**src/rtl/sdio_device_cmd_ctrl.sv**
```systemverilog
// SDIO device command controller: decodes PHY-captured commands, tracks the
// card state machine, builds zero-latency responses and drives CMD52 register access.
module sdio_device_cmd_ctrl #(
  parameter logic [23:0] OCR_VAL      = 24'hFF8000,
  parameter logic [2:0]  NUM_FUNCS    = 3'd1,
  parameter logic        MEM_PRESENT  = 1'b0,
  parameter logic [15:0] PWRUP_CYCLES = 16'd64
) (
  input  logic         sdio_clk,
  input  logic         rst_n,
  input  logic         cmd_stb,
  input  logic         cmd_crc_good_stb,
  input  logic [5:0]   cmd,
  input  logic [31:0]  cmd_arg,
  output logic [127:0] rsps,
  output logic [7:0]   rsps_len,
  output logic         rsps_fail,
  output logic [2:0]   card_state,
  output logic [15:0]  rca,
  output logic [16:0]  reg_addr,
  output logic [2:0]   reg_func,
  output logic [7:0]   reg_wdata,
  output logic         reg_wr_stb,
  input  logic [7:0]   reg_rdata
);

  typedef enum logic [2:0] {
    ST_INI   = 3'd0,
    ST_READY = 3'd1,
    ST_STBY  = 3'd2,
    ST_CMD   = 3'd3,
    ST_INA   = 3'd4
  } state_t;

  state_t      state, state_next, dec_state;
  logic [15:0] rca_next;
  logic        crc_err, crc_err_next;
  logic        illegal, illegal_next;
  logic [15:0] pwr_cnt;
  logic [15:0] lfsr;
  logic        ready;

  logic        act;
  logic        legal;
  logic        silent;
  logic        load_rca;
  logic        rca_match;
  logic        ocr_zero;
  logic        ocr_overlap;
  logic        func_err;
  logic        wr_req;

  // Gating with rst_n keeps write strobe and response suppression low in reset.
  assign act         = cmd_stb & rst_n;
  assign ready       = (pwr_cnt == PWRUP_CYCLES);
  assign rca_match   = (cmd_arg[31:16] == rca);
  assign ocr_zero    = (cmd_arg[23:0] == 24'd0);
  assign ocr_overlap = |(cmd_arg[23:0] & OCR_VAL);
  assign func_err    = (cmd_arg[30:28] > NUM_FUNCS);
  assign wr_req      = cmd_arg[31] & ~func_err;

  assign card_state  = state;
  assign reg_addr    = cmd_arg[25:9];
  assign reg_func    = cmd_arg[30:28];
  assign reg_wdata   = cmd_arg[7:0];

  // Power-up counter and free-running LFSR
  always_ff @(posedge sdio_clk or negedge rst_n) begin
    if (!rst_n) begin
      pwr_cnt <= 16'd0;
      lfsr    <= 16'hACE1;
    end else begin
      // NOTE: sequential state uses non-blocking assignments so every register
      // samples pre-edge values regardless of statement order.
      if (!ready) pwr_cnt <= pwr_cnt + 16'd1;
      lfsr <= {lfsr[14:0], lfsr[15] ^ lfsr[13] ^ lfsr[12] ^ lfsr[10]};
    end
  end

  // State register
  always_ff @(posedge sdio_clk or negedge rst_n) begin
    if (!rst_n) begin
      state   <= ST_INI;
      rca     <= 16'd0;
      crc_err <= 1'b0;
      illegal <= 1'b0;
    end else begin
      state   <= state_next;
      rca     <= rca_next;
      crc_err <= crc_err_next;
      illegal <= illegal_next;
    end
  end

  // Command decode: legality, silence and target state in the current state
  always_comb begin
    // NOTE: every output of a combinational block gets a default first so no
    // path through the case leaves it unassigned (which would infer a latch).
    legal     = 1'b0;
    silent    = 1'b0;
    load_rca  = 1'b0;
    dec_state = state;
    case (cmd)
      6'd0: begin
        legal     = (state != ST_INA);
        silent    = 1'b1;
        dec_state = ST_INI;
      end
      6'd5: begin
        legal = (state == ST_INI) || (state == ST_READY);
        if (ocr_zero)         dec_state = state;
        else if (ocr_overlap) dec_state = ready ? ST_READY : state;
        else                  dec_state = ST_INA;
      end
      6'd3: begin
        legal     = (state == ST_READY) || (state == ST_STBY);
        load_rca  = 1'b1;
        dec_state = ST_STBY;
      end
      6'd7: begin
        legal     = (state == ST_STBY) || (state == ST_CMD);
        silent    = ~rca_match;
        dec_state = rca_match ? ST_CMD : ST_STBY;
      end
      6'd15: begin
        legal     = rca_match &&
                    ((state == ST_READY) || (state == ST_STBY) || (state == ST_CMD));
        silent    = 1'b1;
        dec_state = ST_INA;
      end
      6'd52: begin
        legal = (state == ST_CMD);
      end
      default: ;
    endcase
  end

  // Next-state logic; INA freezes everything until reset
  always_comb begin
    state_next   = state;
    rca_next     = rca;
    crc_err_next = crc_err;
    illegal_next = illegal;
    if (act && state != ST_INA) begin
      if (!cmd_crc_good_stb) begin
        crc_err_next = 1'b1;
      end else if (!legal) begin
        illegal_next = 1'b1;
      end else begin
        state_next = dec_state;
        if (cmd == 6'd0)   rca_next = 16'd0;
        else if (load_rca) rca_next = lfsr;
        // Flags are reported by any transmitted response, then cleared.
        if (cmd == 6'd0 || !silent) begin
          crc_err_next = 1'b0;
          illegal_next = 1'b0;
        end
      end
    end
  end

  // Response and register-strobe outputs
  logic [5:0]  resp_idx;
  logic [31:0] payload;
  logic [7:0]  r5_data;
  logic        r4_c;

  always_comb begin
    resp_idx = cmd;
    payload  = 32'd0;
    r4_c     = (!ocr_zero && !ocr_overlap) ? 1'b0 : ready;
    if (func_err)         r5_data = 8'h00;
    else if (cmd_arg[31]) r5_data = cmd_arg[27] ? cmd_arg[7:0] : reg_rdata;
    else                  r5_data = reg_rdata;
    case (cmd)
      6'd5: begin
        resp_idx = 6'h3F;
        payload  = {r4_c, NUM_FUNCS, MEM_PRESENT, 3'b000, OCR_VAL};
      end
      6'd3:  payload = {lfsr, crc_err, illegal, 1'b0, 4'd3, 9'd0};
      6'd7: begin
        payload[23]   = crc_err;
        payload[22]   = illegal;
        payload[12:9] = (state == ST_CMD) ? 4'd4 : 4'd3;
      end
      6'd52: payload = {16'd0, crc_err, illegal, 2'b01, 1'b0, 1'b0, func_err, 1'b0, r5_data};
      default: ;
    endcase
    rsps       = {resp_idx, payload, 90'd0};
    rsps_len   = 8'd38;
    rsps_fail  = act & (~cmd_crc_good_stb | ~legal | silent | (state == ST_INA));
    reg_wr_stb = act & cmd_crc_good_stb & legal & (cmd == 6'd52) & wr_req;
  end

endmodule
```
**config.mk**
```make
export PLATFORM = sky130hd
export DESIGN_NAME = sdio_device_cmd_ctrl
export DESIGN_NICKNAME = d
export VERILOG_FILES = /design/src/rtl/sdio_device_cmd_ctrl.sv
export SDC_FILE = /design/constraint.sdc
export NUM_CORES = 1
export LEC_CHECK = 0
export ABC_AREA = 1
export BUFFER_PORTS_ARGS = -buffer_cell sky130_fd_sc_hd__clkbuf_2
export CELL_PAD_IN_SITES_DETAIL_PLACEMENT = 0
export CELL_PAD_IN_SITES_GLOBAL_PLACEMENT = 1
export CORE_ASPECT_RATIO = 0.5
export CORE_MARGIN = 5
export CORE_UTILIZATION = 34
export CTS_BUF_LIST = sky130_fd_sc_hd__clkbuf_8
export DETAILED_ROUTE_END_ITERATION = 12
export GPL_TIMING_DRIVEN = 0
export PLACE_DENSITY_LB_ADDON = 0.3
export SYNTH_ARGS = -nofsm -noshare
export SYNTH_HDL_FRONTEND = slang
export SYNTH_SLANG_ARGS = --single-unit
export TNS_END_PERCENT = 5
```
**constraint.sdc**
```tcl
create_clock -name sdio_clk -period 3.2 [get_ports sdio_clk]
set_input_delay 0.32 -clock sdio_clk [delete_from_list [all_inputs] [get_ports sdio_clk]]
set_output_delay 0.32 -clock sdio_clk [all_outputs]
set_load 0.02 [all_outputs]
```
# [After elaboration in Yosys (flattened, before gate mapping)]
# Cells that the tools add are included.
[op_classes] bitwise_logic=17 mux=25 eq_ne=17 n_addsub=1 reduce_logical=22 magnitude_cmp=1
[ops] cell="$mux W16" n=2
[ops] cell="$mux W8" n=4
[ops] cell="$pmux W9 S3" n=1
[ops] cell="$logic_not A24 Y1" n=1
[ops] cell="$add A16 B1 Y16 const B" n=1
[ops] cell="$eq A16 B16 Y1" n=1
[ops] cell="$eq A16 B7 Y1 const B" n=1
[ops] cell="$pmux W8 S2" n=1
[ops] cell="$pmux W3 S5" n=1
[ops] cell="$eq A6 B3 Y1 const B" n=2
[ops] cell="$mux W3" n=4
[ops] cell="$pmux W4 S3" n=1
[ops] cell="$reduce_or A9 Y1" n=1
[ops] cell="$and A1 B1 Y1" n=7
[ops] cell="$mux W1" n=7
[ops] cell="$eq A3 B2 Y1 const B" n=2
[ops] cell="$eq A6 B2 Y1 const B" n=1
[ops] cell="$eq A6 B4 Y1 const B" n=1
[ops] cell="$eq A6 B6 Y1 const B" n=1
[ops] cell="$logic_not A6 Y1" n=1
[ops] cell="$mux W6" n=1
[ops] cell="$ne A2 B1 Y1 const B" n=3
[ops] cell="$ne A3 B3 Y1 const B" n=2
[ops] cell="$pmux W1 S6" n=1
[ops] cell="19 further kinds" n=35
[totals] in_bits=50 reg_bits=53

# [Logic depth before layout (Yosys ltp)]
[logic_depth] word_depth=10 mapped_depth=13

# [Least setup slack after synthesis]
# No wires, ideal clock.
[synth_path] path_type="flip-flop to output port" start="reg rca[2]" end="out reg_wr_stb" path_buffers=0 stages_incl_launch_ff=11 arrival_time_ns=1.481 setup_slack_ns=1.399 path_cell_list="dfrtp_1 > inv_1 > nand2_1 > nand2_1 > nor2_1 > nand2_1 > nor2_1 > nand3_2 > nand2_4 > nand2_1 > nor2_1"
[synth_via] elab_chain_len=6
[synth_lines] element="start, declared" line_no="19" source="output logic [15:0] rca,"
[synth_lines] element="start signal, assigned" line_no="89" source="rca <= rca_next;"
[synth_lines] element="$eq A16 B16 Y1" line_no="56" source="assign rca_match = (cmd_arg[31:16] == rca);"
[synth_lines] element="$logic_and A1 B1 Y1" line_no="126" source="legal = rca_match &&"
[synth_lines] element="$pmux W1 S6" line_no="103" source="case (cmd)"
[synth_lines] element="$and A1 B1 Y1 (3 in series)" line_no="192" source="reg_wr_stb = act & cmd_crc_good_stb & legal & (cmd == 6'd52) & wr_req;"
[synth_lines] element="end, declared" line_no="23" source="output logic reg_wr_stb,"
# No other way between the ends.

# [Worst setup path in the final report]
[layout_path] start="reg rca[2]" end="out rsps_fail"
[layout_via] elab_chain_len=8 elab_cells_between_ends=10 classes_between="eq/ne: 1; mux: 2; bitwise: 6; reduce/logical: 1"
[layout_lines] element="$eq A16 B16 Y1 *" line_no="56"
[layout_lines] element="$logic_and A1 B1 Y1" line_no="126"
[layout_lines] element="$pmux W1 S6" line_no="103"
[layout_lines] element="$not A1 Y1" line_no="191" source="rsps_fail = act & (~cmd_crc_good_stb | ~legal | silent | (state == ST_INA));"
[layout_lines] element="$or A1 B1 Y1" line_no="191"
[layout_lines] element="$or A1 B1 Y1 * (2 in series)" line_no="191"
[layout_lines] element="$and A1 B1 Y1 *" line_no="191"
[layout_lines] element="end, declared" line_no="17" source="output logic rsps_fail,"
# Every way passes the cells marked *; elsewhere a longest branch is shown, timed or not.

==> summary.txt <==
Job
  – Max cap viols: 0

CTS
  – Post-cts sizing count: 0
  – Total CTS buffers: 5
  – Clock transition at path regs: 0.10 ns
  – CTS Hold Bufs: 0
  – Clock insertion delay at the later pin of the skew report: 0.31 ns
  – CTS tree: done
  – CTS Sinks: 53
  – H-tree depth: 2
  – CTS Root Cell: clkbuf_8
  – Max Root-Sink Buffers: 2
  – Setup repair bufs after CTS: 0

Synth
  – Top FF cell, synth: dfrtp_1
  – Post-synth top cells: nand2_1, buf_4, nor2_1
  – Yosys cell types: 39
  – Asr flop ratio synth: 100%
  – Mean Syn Cell Area: 7.37 um^2
  – Yosys reg bits: 53
  – Most frequent cell after synthesis: nand2_1
  – Area share of the largest cell type after synthesis: 26.1%
  – Synth Instances: 585
  – Yosys synthesis warning count: 0
  – Top cells by area, synth: dfrtp_1, buf_4, nand2_1
  – Post-synth EDFFs: 0
  – Register area share after synthesis: 31.0%
  – Largest area contributor in the netlist: dfrtp_1
  – Synthesized area: 0.00431 mm^2

Power and ir drop
  – Pwr Density: 257 mW/mm^2
  – Leak pwr: 3.27 nW
  – Clk pwr share: 25.2%
  – Internal: 984 uW
  – Net switching power: 464 uW
  – Maximum vdd drop: 0.000140 V
  – Sequential share of power: 46.6%
  – Comb power frac: 28.3%
  – Switch share: 32.1%

Timing
  – Crit share post-route: 72.6%
  – Min Clock Period, post-route: 2.32 ns
  – Final max-slew violation count: 0
  – Worst slew margin: 55.3%
  – Fin Setup TNS: 0 ns
  – Hold_ws: 0.0343 ns
  – Post-Route Skew: 0.00793 ns
  – Final setup fails: 0
  – Max Clk Rate: 431 MHz
  – Hold Vio Cnt, Final: 0
  – RSZ-0062 raised after global routing: false
  – Tightest Pin Transition: 0.671 ns

Routing
  – Met3 layer wire length in the routed design: 932 um
  – Via count: 3,875
  – DR iter-0 viols: 116
  – Drt wl/cell: 11.1 um
  – Met2 wire length: 5220 um
  – Drt pass-1 iters: 4
  – Max layer used: met4
  – Vias per inst: 3.89
  – Routed Antenna Nets: 0
  – DRC errors left: 0
  – Wl on met1: 4850 um
  – Routed Wire Length: 11,000 um

Die
  – Ports: 235
  – Initial core utilization: 34.3%
  – Die H: 89.6 um
  – Core area: 0.0126 mm^2
  – Die area: 0.0152 mm^2
  – FP Rows: 29
  – Die extent in x: 169 um

Global route
  – Total track usage: 13.5%
  – Vias in the first global route: 3,467
  – First-pass GRT wire length: 16,700 um
  – Initial antenna violation count: 0
  – Largest net degree at the start of global routing: 55
  – Remaining Overflow, GRT: 0

Worst setup path
  – Worst Path Required: 2.88 ns
  – Crit end category: primary output
  – Crit path arrival time: 2.00 ns
  – Worst-case reg-to-reg path depth: 12
  – Worst setup path category: reg2out
  – Startpoint type of the worst setup path: register
  – CP Max Fanout: 4

Final layout
  – Synth-to-layout area growth: 30.9%
  – Diodes inserted: 0
  – Layout net count: 876
  – Layout cells sized above 1: 41.0%

Place
  – Final Wtd Congestion: 0.744
  – Hpwl dp: 9430 um
  – Port buffer count: 134

Outcome
  – Outcome: finished clean

Min path
  – Min-delay worst type: in2async
==> through the flow <==
stage / total power [mW] / instance area (um^2) / setup WS, ns / instances / util [%]
floorplan: 0.999 / 4680 / 1.40 / 683 / -
global placement: 1.09 / 5560 / 0.573 / 987 / 44.3
detailed placement: 1.09 / 5560 / 0.537 / 987 / 44.3
CTS: 1.45 / 5640 / 0.762 / 995 / 44.9
global route: 1.53 / 5650 / 0.623 / 995 / 45.0
finish: 1.45 / 5650 / 0.878 / 995 / 45.0
==> critical path, stage by stage (launching register included) <==
cell      delay (ns)
dfrtp_1         0.43
inv_1           0.06
nand2_1         0.05
nand2_1         0.05
nor2_1          0.12
nand2_1         0.07
nor2_1          0.27
nand3_2         0.19
nand2_4         0.11
nand2_1         0.07
nor2_1          0.09
nor2_1          0.04
clkbuf_2        0.15
==> layer usage <==
metal | global-route usage (%) | up-vias
met4 | 1.75 | 0
li1 | - | 2045
met1 | 18.2 | 1685
met5 | 0 | -
met3 | 3.59 | 4
met2 | 22.9 | 141
==> kinds of logic (layout without fill, tap and decap cells) <==
| logic type | Yosys count | in the layout | synth area share (%) |
|---|---|---|---|
| buffers and inverters | 198 | 340 | 29.2 |
| and+or+nand+nor | 275 | 275 | 29.3 |
| other | 2 | 100 | 0.174 |
| xor gates and xnor gates | 19 | 19 | 3.86 |
| AOI/OAI and AO/OA | 36 | 36 | 5.89 |
| DFF | 53 | 53 | 31.0 |
| adders and majority gates | 2 | 2 | 0.580 |
==> placed cells by master, fill, tap and decap left out, types with 2 or more instances in the layout <==
cell and instances:
nor3_1 5, inv_1 62, nand4_1 5, o21ai_2 16, buf_4 129, nor2_2 4
or2_2 2, a21oi_1 10, clkbuf_1 3, nor2_1 63, nor4_2 2, xnor2_1 4
buf_6 4, conb_1 100, nand3_1 27, dfrtp_1 45, nand2_2 21, dfstp_2 8
o21ai_0 5, xor2_1 15, nand3_2 3, nor2_4 5, clkbuf_2 133, nand2_1 132
ha_1 2, clkbuf_8 5
==> power by group through the flow <==
stage	clock (mW)	combinational (mW)	sequential [mW]
final	0.365	0.409	0.674
after global routing	0.403	0.449	0.675
after CTS	0.375	0.405	0.674
after detailed placement	0	0.404	0.687
after global placement	0	0.403	0.687
after floorplan	0	0.312	0.687
==> worst paths after layout <==
check	start	endpoint	slack [ns]
hold / removal	rst_n	pwr_cnt[7]	0.03
max in group asynchronous	rst_n	lfsr[3]	2.71
setup / recovery	rca[2]	rsps_fail	0.88
min in group sdio_clk	cmd_crc_good_stb	crc_err	0.33
hold reg to reg	lfsr[5]	lfsr[6]	0.39
setup reg to reg	rca[2]	rca[3]	1.34
==> area by class of cell <==
cell class / instances / area, um^2
Buffer: 138 / 1030
Clock buffer: 5 / 68.8
Clock inverter: 3 / 11.3
Fill cell: 1319 / 6910
Inverter: 60 / 225
Multi-Input combinational cell: 432 / 2080
Sequential cell: 53 / 1340
Tap cell: 170 / 213
Timing Repair Buffer: 134 / 673
==> registers in the layout, indices dropped and copies added (netlist names) <==
name        cells
rca            16
lfsr           16
pwr_cnt        16
card_state      3
illegal         1
crc_err         1
No activity file was read; power rests on OpenSTA's default activity.
